===== src/rtl/weight_fetch_sequencer.sv =====
// weight_fetch_sequencer: walks a layer's weight memory (1-cycle read latency) and streams tagged weights over valid/ready.
// Define WFETCH_BIAS_EN to append a bias word (input index NUM_INPUTS) to every neuron.
module weight_fetch_sequencer #(
    parameter int NUM_INPUTS  = 5,
    parameter int NUM_NEURONS = 1,
    parameter int ADDR_WIDTH  = 10,
    parameter int DATA_WIDTH  = 16,
    parameter int IDX_WIDTH   = 8
) (
    input  logic                  clk,
    input  logic                  rst_n,
    input  logic                  start,
    input  logic                  abort,
    input  logic [ADDR_WIDTH-1:0] base_addr,
    output logic                  busy,
    output logic                  done,
    output logic                  mem_read_enable,
    output logic [ADDR_WIDTH-1:0] mem_read_addr,
    input  logic [DATA_WIDTH-1:0] mem_read_data,
    output logic                  w_valid,
    input  logic                  w_ready,
    output logic [DATA_WIDTH-1:0] w_data,
    output logic [IDX_WIDTH-1:0]  w_input_idx,
    output logic [IDX_WIDTH-1:0]  w_neuron_idx,
    output logic                  w_last_input,
    output logic                  w_last_neuron
);
`ifdef WFETCH_BIAS_EN
    localparam int WORDS_PER_NEURON = NUM_INPUTS + 1;
`else
    localparam int WORDS_PER_NEURON = NUM_INPUTS;
`endif
    typedef enum logic [1:0] {IDLE, FETCH, DRAIN, DONE} state_t;
    typedef struct packed {
        logic [IDX_WIDTH-1:0] input_idx;
        logic [IDX_WIDTH-1:0] neuron_idx;
        logic                 last_input;
        logic                 last_neuron;
    } tag_t;
    typedef struct packed {
        logic [DATA_WIDTH-1:0] data;
        tag_t                  tag;
    } word_t;

    state_t                state, state_next;
    logic [ADDR_WIDTH-1:0] addr;
    logic [IDX_WIDTH-1:0]  in_cnt, nrn_cnt;
    logic                  last_in, last_nrn, last_word, pop, inflight;
    logic [1:0]            count;
    logic [2:0]            occupancy;
    tag_t                  side;
    word_t                 fifo [2];

    assign last_in   = in_cnt == IDX_WIDTH'(WORDS_PER_NEURON - 1);
    assign last_nrn  = nrn_cnt == IDX_WIDTH'(NUM_NEURONS - 1);
    assign last_word = last_in && last_nrn;
    assign pop       = w_valid && w_ready;
    // Buffer slots still committed after this edge: stored + landing - leaving.
    assign occupancy = 3'(count) + 3'(inflight) - 3'(pop);

    always_ff @(posedge clk) begin
        if (!rst_n)
            state <= IDLE;
        else
            state <= state_next;
    end

    always_comb begin
        state_next      = state;
        busy            = state == FETCH || state == DRAIN;
        done            = state == DONE;
        mem_read_enable = 1'b0;
        case (state)
            IDLE:  state_next = start && !abort ? FETCH : IDLE;
            FETCH: begin
                mem_read_enable = !abort && occupancy < 3'd2;
                state_next      = abort ? IDLE : mem_read_enable && last_word ? DRAIN : FETCH;
            end
            DRAIN: state_next = abort ? IDLE : occupancy == 3'd0 ? DONE : DRAIN;
            DONE:  state_next = IDLE;
        endcase
    end

    always_ff @(posedge clk) begin
        if (!rst_n) begin
            addr     <= '0;
            in_cnt   <= '0;
            nrn_cnt  <= '0;
            inflight <= 1'b0;
            side     <= '0;
            count    <= '0;
            fifo[0]  <= '0;
            fifo[1]  <= '0;
        end else begin
            if (state == IDLE && start && !abort) begin
                addr    <= base_addr;
                in_cnt  <= '0;
                nrn_cnt <= '0;
            end
            if (mem_read_enable) begin
                addr    <= addr + ADDR_WIDTH'(1);
                in_cnt  <= last_in ? '0 : in_cnt + IDX_WIDTH'(1);
                nrn_cnt <= last_in ? nrn_cnt + IDX_WIDTH'(1) : nrn_cnt;
                side    <= '{in_cnt, nrn_cnt, last_in, last_nrn};
            end
            if (abort && busy) begin
                inflight <= 1'b0;
                count    <= '0;
            end else begin
                inflight <= mem_read_enable;
                count    <= count + 2'(inflight) - 2'(pop);
                if (pop)
                    fifo[0] <= fifo[1];
                if (inflight)
                    fifo[1'(count - 2'(pop))] <= '{mem_read_data, side};
            end
        end
    end

    assign w_valid       = count != 2'd0;
    assign mem_read_addr = addr;
    assign {w_data, w_input_idx, w_neuron_idx, w_last_input, w_last_neuron} = fifo[0];

endmodule


===== config.mk =====
export PLATFORM = sky130hd
export DESIGN_NAME = weight_fetch_sequencer
export DESIGN_NICKNAME = d
export VERILOG_FILES = /design/src/rtl/weight_fetch_sequencer.sv
export SDC_FILE = /design/constraint.sdc
export NUM_CORES = 1
export LEC_CHECK = 0
export CORE_MARGIN = 2
export CORE_UTILIZATION = 40
export CTS_BUF_LIST = sky130_fd_sc_hd__clkbuf_4 sky130_fd_sc_hd__clkbuf_8
export CTS_CLUSTER_SIZE = 10
export DETAILED_ROUTE_END_ITERATION = 16
export GPL_TIMING_DRIVEN = 1
export PLACE_DENSITY_LB_ADDON = 0.3
export SLEW_MARGIN = 20
export SYNTH_ARGS = -nofsm -noshare
export SYNTH_HDL_FRONTEND = slang
export SYNTH_SLANG_ARGS = --single-unit
export TNS_END_PERCENT = 1

===== constraint.sdc =====
create_clock -name clk -period 4 [get_ports clk]
set_clock_uncertainty 0.2 [all_clocks]
set_input_delay 1.2 -clock clk [delete_from_list [all_inputs] [get_ports clk]]
set_output_delay 1.2 -clock clk [all_outputs]
set_load 0.01 [all_outputs]

======== Word-level counts from Yosys, hierarchy flattened ========
Memories as Yosys holds them, arrays and structs flattened.
Index checks and enable logic that the tools add are counted.
cells by class
  equality and inequality tests ........... 5
  multiplexer cells ....................... 27
  reduce and logical (&&, ||, !) cells .... 18
  bitwise gates (word level) .............. 2
  order comparisons ....................... 1
  $add $sub $neg .......................... 8
operators by type and width
  cell                                                         count
  two-way mux 34 bit                                           2
  two-way mux 8 bit                                            5
  OR reduction 34 bit                                          1
  two-way mux 10 bit                                           2
  adder 8 x 1 -> 8 bit (second input constant)                 2
  two-way mux 1 bit                                            14
  adder 10 x 1 -> 10 bit (second input constant)               1
  equality test 8 x 3 -> 1 bit (second input constant)         1
  logical AND 1 bit                                            8
  zero test 8 bit                                              1
  one-hot mux 2 bit (4 select lines)                           1
  two-way mux 2 bit                                            3
  equality test 2 bit (second input constant)                  2
  nonzero test 2 bit                                           2
  adder 2 x 1 -> 3 bit                                         1
  zero test 3 bit                                              1
  less-than comparator 3 x 2 -> 1 bit (second input constant)  1
  subtractor 3 x 1 -> 3 bit                                    1
  adder 2 x 1 -> 2 bit                                         1
  equality test 2 x 1 -> 1 bit (second input constant)         1
  zero test 2 bit                                              1
  inequality test 2 x 1 -> 1 bit (second input constant)       1
  AND reduction 2 bit                                          1
  OR reduction 2 bit                                           1
  6 further kinds                                              6
word-level totals
  bits in writable memories ............... 68
  input port bits ......................... 31
  logic and storage cells ................. 72
  memories kept ........................... 1
  output and inout bits ................... 48
  register bits after elaboration ......... 49
memory list
  memory  words  width  rd ports  clocked after memory_dff  wr ports  RTL line  RTL
  fifo    2      34     2         0                         2         52        word_t fifo [2];

======== Depth between registers and ports, before layout ========
Gate-level depths: netlist of run 1.
  depth in word-level cells ............... 9
  depth in mapped cells ................... 11
  depth with buffers taken out ............ 9

======== Worst setup path before layout of run 1 ========
Ideal clock, no wire load.
  path kind ............................... in2out
  start ................................... in w_ready
  end ..................................... out mem_read_enable
  stages .................................. 9
  arrival time ............................ 2.926 ns
  setup slack ............................. -0.326 ns
  buffers on the path ..................... 2
  path through ............................ nand3b_1 -> o21ai_0 -> ha_1 -> fa_1 -> nor3b_2 -> nand2_1 -> inv_1 -> buf_2 -> buf_2
between the ends
  word-level cells in the longest chain between the ends .. 5
ends and longest elaborated chain
  element                              RTL line  RTL
  start, declared                      21        input logic w_ready,
  logical AND 1 bit                    57        assign pop = w_valid && w_ready;
  subtractor 3 x 1 -> 3 bit            59        assign occupancy = 3'(count) + 3'(inflight) - 3'(pop);
  named net occupancy[1]               50        logic [2:0] occupancy;
  less-than comparator 3 x 2 -> 1 bit  76        mem_read_enable = !abort && occupancy < 3'd2;
  logical AND 1 bit                    76
  two-way mux 1 bit                    73        case (state)
  end, declared                        17        output logic mem_read_enable,
The timed path passes the listed nets, and every way through them passes these cells.

======== Final worst setup path of run 1 ========
Ends and elaborated chain as after synthesis.

==> qor_table.md, run 1 <==
| Item | Reported | Unit |
|---|---|---|
| Outcome | finished, violations left | - |
| Violated checks | negative setup slack | - |
| Leading cell types in the layout, fill and taps excluded | 122 x sky130_fd_sc_hd__nand2_1, 76 x sky130_fd_sc_hd__clkdlybuf4s50_1, 68 x sky130_fd_sc_hd__edfxtp_1 | - |
| Worst-case hold slack | 265 | ps |
| Antenna violations before repair | 0 | - |
| Die Span Y | 118 | um |
| Synthesized cell area | 5220 | sq um |
| Top Usage Layer GRT | met2 | - |
| Final GP Congestion | 0.825 | - |
| Clock transition time at the flip-flop clock pins of the worst setup and hold paths | 60 | ps |
| EDFF count, synth | 68 | - |
| Wire length per cell | 14.1 | um |
| Die Width | 118 | um |
| Flop and latch count out of synthesis | 117 | - |
| Nets@finish | 656 | - |
| Part of the Yosys area used for sequential elements | 57.9 | % |
| Share of layout cells above drive strength 1 | 11.8 | % |
| Power Dens Cells | 380 | nW/um^2 |
| Unrepaired setup endpoints after global routing | yes | - |
| Met1 track demand over resource in global routing | 21.5 | % |
| Via-per-instance ratio | 5.16 | - |
| Leading cell type in the layout, fill and taps excluded | sky130_fd_sc_hd__nand2_1 | - |
| Tightest Pin Transition | 725 | ps |
| Vias in the first global route | 4078 | - |
| Initial standard-cell utilization of the core | 41.2 | % |
| Antenna diode count | 0 | - |
| Final worst-path cycle share | 103 | % |
| Number of remaining DRC errors | 0 | - |
| Router iterations before antenna repair | 5 | - |
| Largest buffer count on any clock path | 2 | - |
| TritonCTS buffer count | 17 | - |
| Top FF cell, synth | sky130_fd_sc_hd__edfxtp_1 | - |
| Biggest area contributors in the synthesized netlist | sky130_fd_sc_hd__edfxtp_1 39%, sky130_fd_sc_hd__dfxtp_1 19%, sky130_fd_sc_hd__nand2_1 8.8% | - |
| Worst slew margin relative to its limit | 51.2 | % |
| Share of async-settable or async-resettable flops after synthesis | 0 | % |
| Final antenna-violating net count | 0 | - |
| Global routing met2 resource utilization | 26.1 | % |
| DP Wirelength | 7260 | um |
| GRT Util Overall | 16.8 | % |
| Area delta synth->final | 28.6 | % |
| Critical path data required time | 2600 | ps |
| Worst setup SP type | input port | - |
| Maximum clock frequency | 0.243 | GHz |
| Source-to-sink clock delay at the later pin of the worst-skew pair | 430 | ps |
| Clock tree from TritonCTS | done | - |
| CTS sink count | 117 | - |
| Final setup slack of the worst path | -116 | ps |
| Total Wirelength | 11300 | um |
| Total power after layout | 2550 | uW |
| Iteration-0 DRC count of the detailed router | 334 | - |
| Largest net degree at the start of global routing | 69 | - |
| Worst voltage drop across the vdd grid | 0.213 | mV |
| Worst setup EP type | output pin | - |
| Overall overflow remaining after global route | 0 | - |
| Hold Violations, Final | 0 | - |
| Final setup viols | 1 | - |
| Tmin final | 4120 | ps |
| Instance count of the mapped netlist | 520 | - |
| Max-cap check violation count | 0 | - |
| Final Util | 53.0 | % |
| Area of the core region | 12700 | sq um |
| Area of the die | 14000 | sq um |
| Class of the most critical hold timing path | reg2reg | - |
| Worst setup path category | in2out | - |
| Static leakage | 0.00233 | uW |
| Global-route wire length before repair | 19100 | um |
| I/O pin count | 79 | - |
| Placement Setup Slack | -1000 | ps |
| Total vias in the final route | 4117 | - |
| Syn Area/Cell | 10.0 | sq um |
| Worst EP arrival | 2720 | ps |
| Count of input and output buffers | 78 | - |
| Maximum net fanout on the critical path | 3 | - |
| Distinct cell type count after synthesis | 56 | - |
| Met3 Use GR | 6.47 | % |
| Number of H-tree levels | 4 | - |
| Final Max Slew Viols | 0 | - |
| Clock Tree Root | sky130_fd_sc_hd__clkbuf_8 | - |
| Net Count, Synth | 562 | - |
| Biggest area consumer among synthesized cells | sky130_fd_sc_hd__edfxtp_1 | - |
| Yosys warnings | 0 | - |
| Share of Yosys cell area claimed by the top area cell type | 39.1 | % |
| Cell Rows | 41 | - |
-- timing repair --
item	CTS	global route
endpoints found under the hold margin	0	0
hold buffers	0	0
setup endpoints to repair	1	1
gates resized for setup	11	1
pin swaps	5	4
setup buffers	1	1
-- power breakdown --
part	internal (uW)	switching (uW)
logic	88.9	81.6
registers	1310	16.5
clock network	605	454
-- Yosys cell counts (2+ instances only) --
cell type                  number
sky130_fd_sc_hd__a32oi_1        2
sky130_fd_sc_hd__nor3_1         4
sky130_fd_sc_hd__or2_2          3
sky130_fd_sc_hd__and4_1         2
sky130_fd_sc_hd__o22ai_1        2
sky130_fd_sc_hd__nand2_1      122
sky130_fd_sc_hd__clkbuf_1      22
sky130_fd_sc_hd__nand2b_1       3
sky130_fd_sc_hd__nand3_1       15
sky130_fd_sc_hd__or4_1          8
sky130_fd_sc_hd__a211oi_1       3
sky130_fd_sc_hd__and3_1         7
sky130_fd_sc_hd__or3_1          4
sky130_fd_sc_hd__a31oi_1        6
sky130_fd_sc_hd__ha_1          10
sky130_fd_sc_hd__inv_1         13
sky130_fd_sc_hd__o21ai_0       46
sky130_fd_sc_hd__and2_1        36
sky130_fd_sc_hd__nor4_1         3
sky130_fd_sc_hd__o311ai_0       2
sky130_fd_sc_hd__a31o_2         6
sky130_fd_sc_hd__buf_2          8
sky130_fd_sc_hd__a21oi_1       33
sky130_fd_sc_hd__o211ai_1       4
sky130_fd_sc_hd__edfxtp_1      68
sky130_fd_sc_hd__dfxtp_1       49
sky130_fd_sc_hd__nor3b_1        2
sky130_fd_sc_hd__nand4_1        4
sky130_fd_sc_hd__nor2_1         4
sky130_fd_sc_hd__nor4b_1        2
sky130_fd_sc_hd__nand3b_1       2
-- final timing paths --
check,from,endpoint,slack (ps),depth (start not counted)
worst max-delay path,w_ready,mem_read_enable,-120,9
worst min-delay path,side[17],side[17],270,2
worst max register to register,count[0],mem_read_addr[2],970,10
worst min register to register,side[17],side[17],270,2
-- per-stage QoR --
stage                     cells  cell area [sq um]  setup TNS [ps]
after floorplan             520               5240            -238
after global placement      765               6310           -3080
after detailed placement    765               6310           -5000
after CTS                   797               6700            -112
after global routing        798               6710            -211
final                       798               6710            -116
-- registers in the layout (all words and copies together) (netlist names) --
name           count
count              2
nrn_cnt            8
fifo              68
inflight           1
in_cnt             8
mem_read_addr     10
side              18
state              2
-- routing by layer --
metal / routed length (um) / vias up
li1: - / 2048
met1: 5330 / 1917
met2: 5080 / 139
met3: 697 / 13
met4: 164 / 0
met5: 0 / -
-- final cells by class --
class,count,area [sq um]
Clock buffer,18,241
Sequential cell,117,3020
Multi-Input combinational cell,359,2020
Tap cell,172,215
Clock inverter,13,140
Inverter,13,48.8
Fill cell,1130,5960
Timing Repair Buffer,106,1020
-- cell families after synthesis --
family                   share of synthesized area (%)
adder cells (fa/ha/maj)                           2.78
AND/OR/NAND/NOR                                   21.9
XOR/XNOR                                         0.647
buffers and inverters                             3.50
flip-flops                                        57.9
AO/OA/AOI/OAI                                     13.3
-- worst max-delay path, stage by stage --
cell                       delay, ps
sky130_fd_sc_hd__buf_8           100
sky130_fd_sc_hd__nand3b_1        110
sky130_fd_sc_hd__o21ai_2          80
sky130_fd_sc_hd__ha_2            180
sky130_fd_sc_hd__fa_1            490
sky130_fd_sc_hd__nor3b_2         240
sky130_fd_sc_hd__nand2_1         110
sky130_fd_sc_hd__inv_2           100
sky130_fd_sc_hd__buf_6           110
Power figures use the tool's default switching activity.
==> inputs of run 2 (changes only) <==
CTS_BUF_LIST = sky130_fd_sc_hd__clkbuf_16   (was sky130_fd_sc_hd__clkbuf_4 sky130_fd_sc_hd__clkbuf_8)
==> run 2 against run 1 <==
The flow still finishes with violations (negative setup slack). Setup slack worse by 2.5 ps. Hold slack better by 1.3 ps. Critical path type unchanged. Utilization grew 1.5 points. Routed wire length up 0.35%. Die area did not move. Power grew 16%. Critical endpoint unchanged.
==> qor_table.md, run 2 (synthesized netlist as in run 1, its figures left out) <==
| Item | Reported | Unit | vs previous |
|---|---|---|---|
| Antenna violations before repair | 0 | - | unchanged |
| Setup TNS | -119 | ps | was -116 ps |
| Vias in the first global route | 4105 | - | was 4078 |
| Worst voltage drop across the vdd grid | 0.336 | mV | was 0.213 mV |
| Worst EP arrival | 2720 | ps | about the same |
| Final setup slack of the worst path | -119 | ps | was -116 ps |
| Worst setup SP type | input port | - | unchanged |
| Antenna diode count | 0 | - | unchanged |
| Leading cell types in the layout, fill and taps excluded | 122 x sky130_fd_sc_hd__nand2_1, 76 x sky130_fd_sc_hd__clkdlybuf4s50_1, 68 x sky130_fd_sc_hd__edfxtp_1 | - | unchanged |
| Clock Tree Root | sky130_fd_sc_hd__clkbuf_16 | - | was sky130_fd_sc_hd__clkbuf_8 |
| Tmin final | 4120 | ps | about the same |
| Maximum clock frequency | 0.243 | GHz | about the same |
| Depth of the worst register-to-register path | 11 | - | was 10 |
| Class of the most critical hold timing path | reg2reg | - | unchanged |
| Die Span Y | 118 | um | unchanged |
| Final antenna-violating net count | 0 | - | unchanged |
| TritonCTS buffer count | 17 | - | unchanged |
| Placed Instances | 765 | - | unchanged |
| Tightest Pin Transition | 736 | ps | was 725 ps |
| Router iterations before antenna repair | 5 | - | unchanged |
| Final GP Congestion | 0.825 | - | unchanged |
| Number of H-tree levels | 4 | - | unchanged |
| Wire length per cell | 14.2 | um | was 14.1 um |
| Via-per-instance ratio | 5.17 | - | was 5.16 |
| Share of layout cells above drive strength 1 | 11.7 | % | was 11.8% |
| Source-to-sink clock delay at the later pin of the worst-skew pair | 410 | ps | was 430 ps |
| Initial standard-cell utilization of the core | 41.2 | % | unchanged |
| Die Width | 118 | um | unchanged |
| Overall overflow remaining after global route | 0 | - | unchanged |
| Non-filler cells, final | 798 | - | unchanged |
| Outcome | finished, violations left | - | unchanged |
| Hold Violations, Final | 0 | - | unchanged |
| Total power after layout | 2950 | uW | was 2550 uW |
| Unrepaired setup endpoints after global routing | yes | - | unchanged |
| Area delta synth->final | 32.2 | % | was 28.6% |
| Total vias in the final route | 4124 | - | was 4117 |
| I/O pin count | 79 | - | unchanged |
| Global-route wire length before repair | 19200 | um | was 19100 um |
| Critical path data required time | 2600 | ps | about the same |
| Largest buffer count on any clock path | 2 | - | unchanged |
| Maximum net fanout on the critical path | 3 | - | unchanged |
| Max stage delay on crit path | 490 | ps | about the same |
| Max reg flops | 68 | - | unchanged |
| Final Max Slew Viols | 0 | - | unchanged |
| Iteration-0 DRC count of the detailed router | 310 | - | was 334 |
| Number of remaining DRC errors | 0 | - | unchanged |
| Max-cap check violation count | 0 | - | unchanged |
| Total Wirelength | 11300 | um | about the same |
| Clock tree from TritonCTS | done | - | unchanged |
| Count of input and output buffers | 78 | - | unchanged |
| CTS sink count | 117 | - | unchanged |
| Worst setup path category | in2out | - | unchanged |
| Register containing the most flip-flops in the final layout | fifo | - | unchanged |
| Leading cell type in the layout, fill and taps excluded | sky130_fd_sc_hd__nand2_1 | - | unchanged |
| Placement Setup Slack | -1000 | ps | unchanged |
| Final worst-path cycle share | 103 | % | about the same |
| Clock transition time at the flip-flop clock pins of the worst setup and hold paths | 50 | ps | was 60 ps |
| Final setup viols | 1 | - | unchanged |
| Count of hold buffers inserted by post-cts repair | 0 | - | unchanged |
| Largest net degree at the start of global routing | 69 | - | unchanged |
| Nets@finish | 656 | - | unchanged |
| Worst setup EP type | output pin | - | unchanged |
| GRT Util Overall | 16.8 | % | about the same |
| Worst hold path stage count | 2 | - | unchanged |
| Final Util | 54.5 | % | was 53.0% |
| Cell type of the slowest stage on the worst timing path | sky130_fd_sc_hd__fa_1 | - | unchanged |
| Worst slew margin relative to its limit | 50.5 | % | was 51.2% |
| Area of the die | 14000 | sq um | unchanged |
| Violated checks | negative setup slack | - | unchanged |
| Power Dens Cells | 427 | nW/um^2 | was 380 nW/um^2 |
| Static leakage | 0.00242 | uW | was 0.00233 uW |
| Area of the core region | 12700 | sq um | unchanged |
| Cell Rows | 41 | - | unchanged |
| DP Wirelength | 7260 | um | unchanged |
| Critical-path cell list | buf_8 -> nand3b_1 -> o21ai_2 -> ha_2 -> fa_1 -> nor3b_2 -> nand2_1 -> inv_2 -> buf_6 | - | unchanged |
-- run 2: final cells by class --
| class | instances | area [sq um] |
|---|---|---|
| Sequential cell | 117 | 3020 |
| Clock buffer | 17 | 425 |
| Tap cell | 172 | 215 |
| Multi-Input combinational cell | 359 | 2020 |
| Clock inverter | 14 | 144 |
| Timing Repair Buffer | 106 | 1020 |
| Fill cell | 1104 | 5770 |
| Inverter | 13 | 48.8 |
-- run 2: power breakdown --
group | internal (uW) | switching [uW]
clock network | 956 | 496
registers | 1310 | 16.5
logic | 88.9 | 81.6
-- run 2: path summary, 6_finish.rpt --
check                              start  slack, ps               to
worst max-delay path             w_ready       -120  mem_read_enable
worst min-delay path            side[17]        270         side[17]
worst max register to register  count[0]        970        in_cnt[4]
worst min register to register  side[17]        270         side[17]
-- run 2: timing repair --
item | 4_1_cts | 5_1_grt
setup endpoints to repair | 1 | 1
pin swaps | 5 | 4
setup buffers | 1 | 1
cloned | 0 | 0
resized for setup | 11 | 1
-- run 2: critical path, delay by kind of cell --
family / cells / cell delay (ps)
fa+ha+maj: 2 / 670
simple gates: 3 / 460
buf+inv: 3 / 310
compound gates: 1 / 80
-- run 2: stage by stage --
step	hold slack (ps)	cell area, sq um
3_5_place_dp	259	6310
6_report	266	6900
3_3_place_gp	259	6310
5_1_grt	284	6900
2_1_floorplan	245	5240
4_1_cts	266	6890
-- run 2: per-layer routing --
metal / share of wire [%] / track usage (%) / vias to the layer above
li1: - / - / 2050
met1: 46 / 21.5 / 1910
met2: 46 / 26.3 / 147
met3: 6.0 / 5.16 / 17
met4: 1.6 / 7.00 / 0
met5: 0 / 0 / -
==> inputs of run 3 (changes only) <==
CTS_CLUSTER_SIZE = unset   (was 10)
SETUP_SLACK_MARGIN = 0.15   (was unset)
==> results of run 3 <==
Final layout, timing and power as in run 2 (identical DEF).
